`config.mk`:
```
export PLATFORM = sky130hd
export DESIGN_NAME = div_issue_ctrl
export DESIGN_NICKNAME = d
export VERILOG_FILES = /design/src/rtl/div_issue_ctrl.sv
export SDC_FILE = /design/constraint.sdc
export NUM_CORES = 1
export LEC_CHECK = 0
export CAP_MARGIN = 30
export CORE_MARGIN = 2
export CORE_UTILIZATION = 45
export DETAILED_ROUTE_END_ITERATION = 8
export PLACE_DENSITY = 0.68
export SYNTH_ARGS = -nofsm -noshare
export SYNTH_HDL_FRONTEND = slang
export SYNTH_SLANG_ARGS = --single-unit
export TNS_END_PERCENT = 30
```
`constraint.sdc`:
```
create_clock -name clk -period 4.03 [get_ports clk]
set_input_delay 1.0075 -clock clk [delete_from_list [all_inputs] [get_ports clk]]
set_output_delay 1.0075 -clock clk [all_outputs]
set_load 0.03 [all_outputs]
```
`src/rtl/div_issue_ctrl.sv`:
```
// Issue/retire controller around an 8-stage unsigned divider pipeline: sign handling,
// RV32M corner cases, in-order result FIFO and credit-based backpressure.
module div_issue_ctrl (
  input  logic        clk,
  input  logic        rst,
  input  logic        in_valid,
  output logic        in_ready,
  input  logic [1:0]  in_op,
  input  logic [31:0] in_a,
  input  logic [31:0] in_b,
  input  logic [3:0]  in_tag,
  output logic [31:0] div_dividend,
  output logic [31:0] div_divisor,
  input  logic [31:0] div_quotient,
  input  logic [31:0] div_remainder,
  output logic        out_valid,
  input  logic        out_ready,
  output logic [31:0] out_result,
  output logic [3:0]  out_tag
);

  // Handshakes: a transfer happens in any cycle where valid and ready are both high;
  // ready never depends on valid, and valid/payload are held until the transfer.

  localparam int DEPTH = 8;

  typedef struct packed {
    logic        valid;
    logic [1:0]  op;
    logic [3:0]  tag;
    logic        neg_q;
    logic        neg_r;
    logic        spec;
    logic [31:0] spec_res;
  } meta_t;

  typedef struct packed {
    logic [3:0]  tag;
    logic [31:0] result;
  } entry_t;

  logic [3:0] credit_q, credit_d;
  meta_t      meta_q [DEPTH];
  meta_t      meta_d [DEPTH];
  entry_t     mem_q  [DEPTH];
  entry_t     mem_d  [DEPTH];
  logic [2:0] wr_ptr_q, wr_ptr_d;
  logic [2:0] rd_ptr_q, rd_ptr_d;
  logic [3:0] count_q, count_d;

  logic        accept;
  logic        pop;
  logic        push;
  logic        is_signed;
  logic        is_rem;
  logic        div_by_zero;
  logic        overflow;
  meta_t       new_meta;
  meta_t       tail;
  logic [31:0] q_fix;
  logic [31:0] r_fix;
  logic [31:0] result;

  // Front end: operand conditioning and per-request metadata.
  always_comb begin
    is_signed    = ~in_op[0];
    is_rem       = in_op[1];
    // Gated by rst so nothing is taken in the reset cycle itself.
    in_ready     = ~rst & (credit_q < 4'd8);
    accept       = in_valid & in_ready;
    div_dividend = (is_signed & in_a[31]) ? (~in_a + 32'd1) : in_a;
    div_divisor  = (is_signed & in_b[31]) ? (~in_b + 32'd1) : in_b;
    div_by_zero  = (in_b == 32'd0);
    overflow     = is_signed & (in_a == 32'h8000_0000) & (in_b == 32'hFFFF_FFFF);

    new_meta       = '0;
    new_meta.valid = 1'b1;
    new_meta.op    = in_op;
    new_meta.tag   = in_tag;
    new_meta.neg_q = is_signed & (in_a[31] ^ in_b[31]);
    new_meta.neg_r = is_signed & in_a[31];
    new_meta.spec  = div_by_zero | overflow;
    if (div_by_zero) begin
      new_meta.spec_res = is_rem ? in_a : 32'hFFFF_FFFF;
    end else if (overflow) begin
      new_meta.spec_res = is_rem ? 32'd0 : 32'h8000_0000;
    end
  end

  // Metadata travels alongside the divider; slot DEPTH-1 lines up with its output.
  always_comb begin
    meta_d[0] = accept ? new_meta : '0;
    for (int i = 1; i < DEPTH; i++) begin
      meta_d[i] = meta_q[i-1];
    end
  end

  // Back end: sign fix-up, special override, FIFO and credit bookkeeping.
  always_comb begin
    tail  = meta_q[DEPTH-1];
    q_fix = tail.neg_q ? (~div_quotient + 32'd1) : div_quotient;
    r_fix = tail.neg_r ? (~div_remainder + 32'd1) : div_remainder;
    case (tail.op)
      2'b00, 2'b01: result = q_fix;
      default:      result = r_fix;
    endcase
    if (tail.spec) begin
      result = tail.spec_res;
    end
    push = tail.valid;

    out_valid  = (count_q != 4'd0);
    pop        = out_valid & out_ready;
    out_result = out_valid ? mem_q[rd_ptr_q].result : 32'd0;
    out_tag    = out_valid ? mem_q[rd_ptr_q].tag : 4'd0;

    for (int i = 0; i < DEPTH; i++) begin
      mem_d[i] = mem_q[i];
    end
    if (push) begin
      mem_d[wr_ptr_q] = {tail.tag, result};
    end
    wr_ptr_d = wr_ptr_q + {2'b00, push};
    rd_ptr_d = rd_ptr_q + {2'b00, pop};
    count_d  = count_q + {3'b000, push} - {3'b000, pop};
    // Credit covers both in-flight and queued entries, so the FIFO can never overflow.
    credit_d = credit_q + {3'b000, accept} - {3'b000, pop};
  end

  always_ff @(posedge clk) begin
    if (rst) begin
      credit_q <= 4'd0;
      count_q  <= 4'd0;
      wr_ptr_q <= 3'd0;
      rd_ptr_q <= 3'd0;
      for (int i = 0; i < DEPTH; i++) begin
        meta_q[i] <= '0;
      end
    end else begin
      credit_q <= credit_d;
      count_q  <= count_d;
      wr_ptr_q <= wr_ptr_d;
      rd_ptr_q <= rd_ptr_d;
      for (int i = 0; i < DEPTH; i++) begin
        meta_q[i] <= meta_d[i];
      end
    end
    for (int i = 0; i < DEPTH; i++) begin
      mem_q[i] <= mem_d[i];
    end
  end

endmodule

```
==> flow_summary_export.csv <==
group,metric,value,unit
status,status,"finished with violations",
status,violations,"setup timing",
timing,setup_violations,14,
synthesis,avgSynthCellArea,13.4,um^2
worst_setup_path,regToRegSetupSlack,1.26,ns
synthesis,async_reset_ff_share,0,%
global_routing,grt_pass1_vias,14600,
flow_run,cap_violations,0,
die,die_w,235,um
layout,antenna_cells,0,
timing,finClkSkew,0.0168,ns
cts,cts.sinks,630,
layout,area_growth,26.7,%
global_routing,grt_remaining_overflow,0,
global_routing,antenna_found_initial,0,
pwr,clkPwrFrac,35.4,%
timing,max-slew-margin-rel,28.6,%
synthesis,synth_top_cell_by_area,"edfxtp_1",
routing,first_iter_violations,937,
synthesis,synth.net_count,1945,
routing,dr.pass1.iters,8,
pwr,switchingPower,4.21,mW
die,die-area,55200,um^2
layout,drive_gt1_share,21.4,%
placed_design,io_buffers,239,
layout,nFillCells,4159,
pwr,max-vdd-ir-drop,0.354,mV
layout,final-seq-area,15500,um^2
timing,hold_viol,0,
synthesis,postSynthCellCount,1789,
global_routing,track_usage,18.7,%
synthesis,yosys_warnings,0,
timing,period_share,106,%
synthesis,synth_seq_area_share,64.5,%
layout,layout_common_cells,"dfxtp_1 (339), nor2b_1 (299), edfxtp_1 (288)",
timing,fmax,235,MHz
routing,drc,0,
pwr,combPwrFrac,21.1,%
timing,fin_tns_setup,-1.93,ns
die,pin_count,240,
placed_design,routabilityCongestion,0.890,
routing,wirelength,52700,um
layout,mostFrequentLayoutCell,"dfxtp_1",
routing,routedWlPerCell,18.3,um
die,rows,84,
cts,clock_latency,0.62,ns
placed_design,place_worst_setup_slack,-0.672,ns
worst_setup_path,worstPathArrival,3.25,ns
worst_setup_path,worstSetupPathType,"in -> out",
pwr,p_leak,10.9,nW
synthesis,synth_area_leaders,"edfxtp_1 (36%), dfxtp_1 (29%), nor2b_1 (7.8%)",
cts,htree_levels,2,
layout,multi_input_area,8310,um^2
timing,drv_slew,0,
cts,ctsHoldBuffers,0,
worst_setup_path,cp-start-kind,"primary input",
synthesis,ys_seq_elements,630,
timing,rsz0062_at_grt,"yes",
routing,vias,14700,
cts,cts_buffers,59,
die,die_y,235,um
timing,postLayoutSetupSlackWorst,-0.227,ns
global_routing,grt_pass1_wl,81400,um
placed_design,place_area,28000,um^2
cts,cts_tree,"yes",
worst_setup_path,critPathRequiredTime,3.02,ns
hold_path,min_path_type,"reg -> reg",
pwr,p_per_area,512,nW/um^2
cts,path_clk_slew,0.06,ns
worst_setup_path,worstPathMaxFanout,3,
pwr,p_int,11.4,mW
layout,fin_nets,2294,
routing,vias_per_cell,5.10,
placed_design,hpwl,34900,um
cts,clockBufferDepth,3,
synthesis,synth_top_area_share,36.0,%
worst_setup_path,worstSetupEndpointType,"primary output",
pwr,power_frac_seq,43.6,%
die,core,52700,um^2
synthesis,ys.flop_type,"dfxtp_1",
global_routing,grt_max_degree,257,
layout,final_cell_area,30400,um^2
timing,finalCriticalPeriod,4.26,ns
synthesis,synth_edf_count,288,
pwr,switching_share,27.0,%
routing,final_antenna_net_count,0,
die,start_util,45.6,%
synthesis,ys_types,63,
cts,cts-root-buf,"clkbuf_16",
timing,tightest_slew,1.07,ns
synthesis,synth_area,24000,um^2
## path summary, 6_finish.rpt
path / start / depth (start not counted) / end
min reg2reg: meta_q[0][18]$_SDFF_PP0_ / 1 / meta_q[0][60]$_SDFF_PP0_
min: meta_q[0][18]$_SDFF_PP0_ / 1 / meta_q[0][60]$_SDFF_PP0_
max: in_b[9] / 8 / div_divisor[21]
max reg2reg: count_q[2]$_SDFF_PP0_ / 13 / count_q[2]$_SDFF_PP0_
## worst max-delay path, cell delays in order
cell and delay, ns:
buf_6 0.09, or4_4 0.53, buf_6 0.13, or3_4 0.33
or4_4 0.58, o41ai_4 0.24, xnor2_1 0.15, buf_4 0.18
## sequential cells by signal, indices dropped and copies added, names as in the netlist
name	flops
wr_ptr_q	3
credit_q	4
rd_ptr_q	3
meta_q	328
mem_q	288
count_q	4
## final cells by class
cell class	count	area share, %
Timing Repair Buffer	389	11.7
Clock buffer	76	5.36
Clock inverter	36	1.20
Multi-Input combinational cell	1002	27.3
Sequential cell	630	50.9
Inverter	56	0.691
Tap cell	688	2.83
## synth_stat cells, drive strengths merged (2+ instances only)
master and count:
a221oi 5, o31a 2, and3 7, nor3 17
fa 2, or3 26, a21o 3, clkbuf 82
o221ai 4, nor3b 5, mux2i 54, or3b 2
mux2 4, buf 19, a21oi 51, a211oi 2
o21a 2, nor4 9, a41oi 3, nand4b 2
o31ai 30, xnor2 72, nor2b 300, nand3 11
a222oi 3, a221o 3, dfxtp 342, and2 2
nand4 9, or4 29, o21ai 33, ha 16
edfxtp 288, a31oi 4, nand2 42, inv 56
o211ai 2, o41ai 23, nor2 80, or2 10
nand2b 11, xor2 40, mux4 72
## kinds of logic after synthesis
| logic type | synth area share, % |
|---|---|
| DFF | 64.5 |
| and+or+nand+nor | 13.6 |
| AOI/OAI and AO/OA | 5.04 |
| buffers and inverters | 2.52 |
| muxes | 9.20 |
| xor gates and xnor gates | 4.08 |
| adders and majority gates | 1.00 |
## stage by stage
| stage | power (mW) | util, % | instances | hold WS [ns] |
|---|---|---|---|---|
| 2_1_floorplan | 8.87 | - | 1789 | 0.414 |
| 3_3_place_gp | 10.2 | 53.2 | 2754 | 0.418 |
| 3_5_place_dp | 10.2 | 53.2 | 2755 | 0.420 |
| 4_1_cts | 15.7 | 57.3 | 2872 | 0.433 |
| 5_1_grt | 16.2 | 57.8 | 2877 | 0.445 |
| 6_report | 15.6 | 57.8 | 2877 | 0.427 |
## power groups by stage
stage | sequential (mW) | combinational (mW) | clock (mW)
after global routing | 6.80 | 3.50 | 5.86
after CTS | 6.79 | 3.31 | 5.62
after global placement | 6.93 | 3.25 | 0
after detailed placement | 6.93 | 3.28 | 0
final | 6.79 | 3.28 | 5.51
after floorplan | 6.88 | 1.99 | 0
## metal layers
metal / part of all wire (%) / global-route usage, % / vias up
met5: 0 / 0 / -
met4: 2.1 / 5.45 / 0
met3: 7.4 / 3.94 / 69
met2: 47 / 31.0 / 512
met1: 43 / 24.9 / 7021
li1: - / - / 7071
## repair_timing
item,4_1_cts,5_1_grt
gates resized for setup,61,50
buffers inserted,5,5
pin swaps,18,21
setup endpoints to repair,33,49
(Power assumes the default switching activity.)
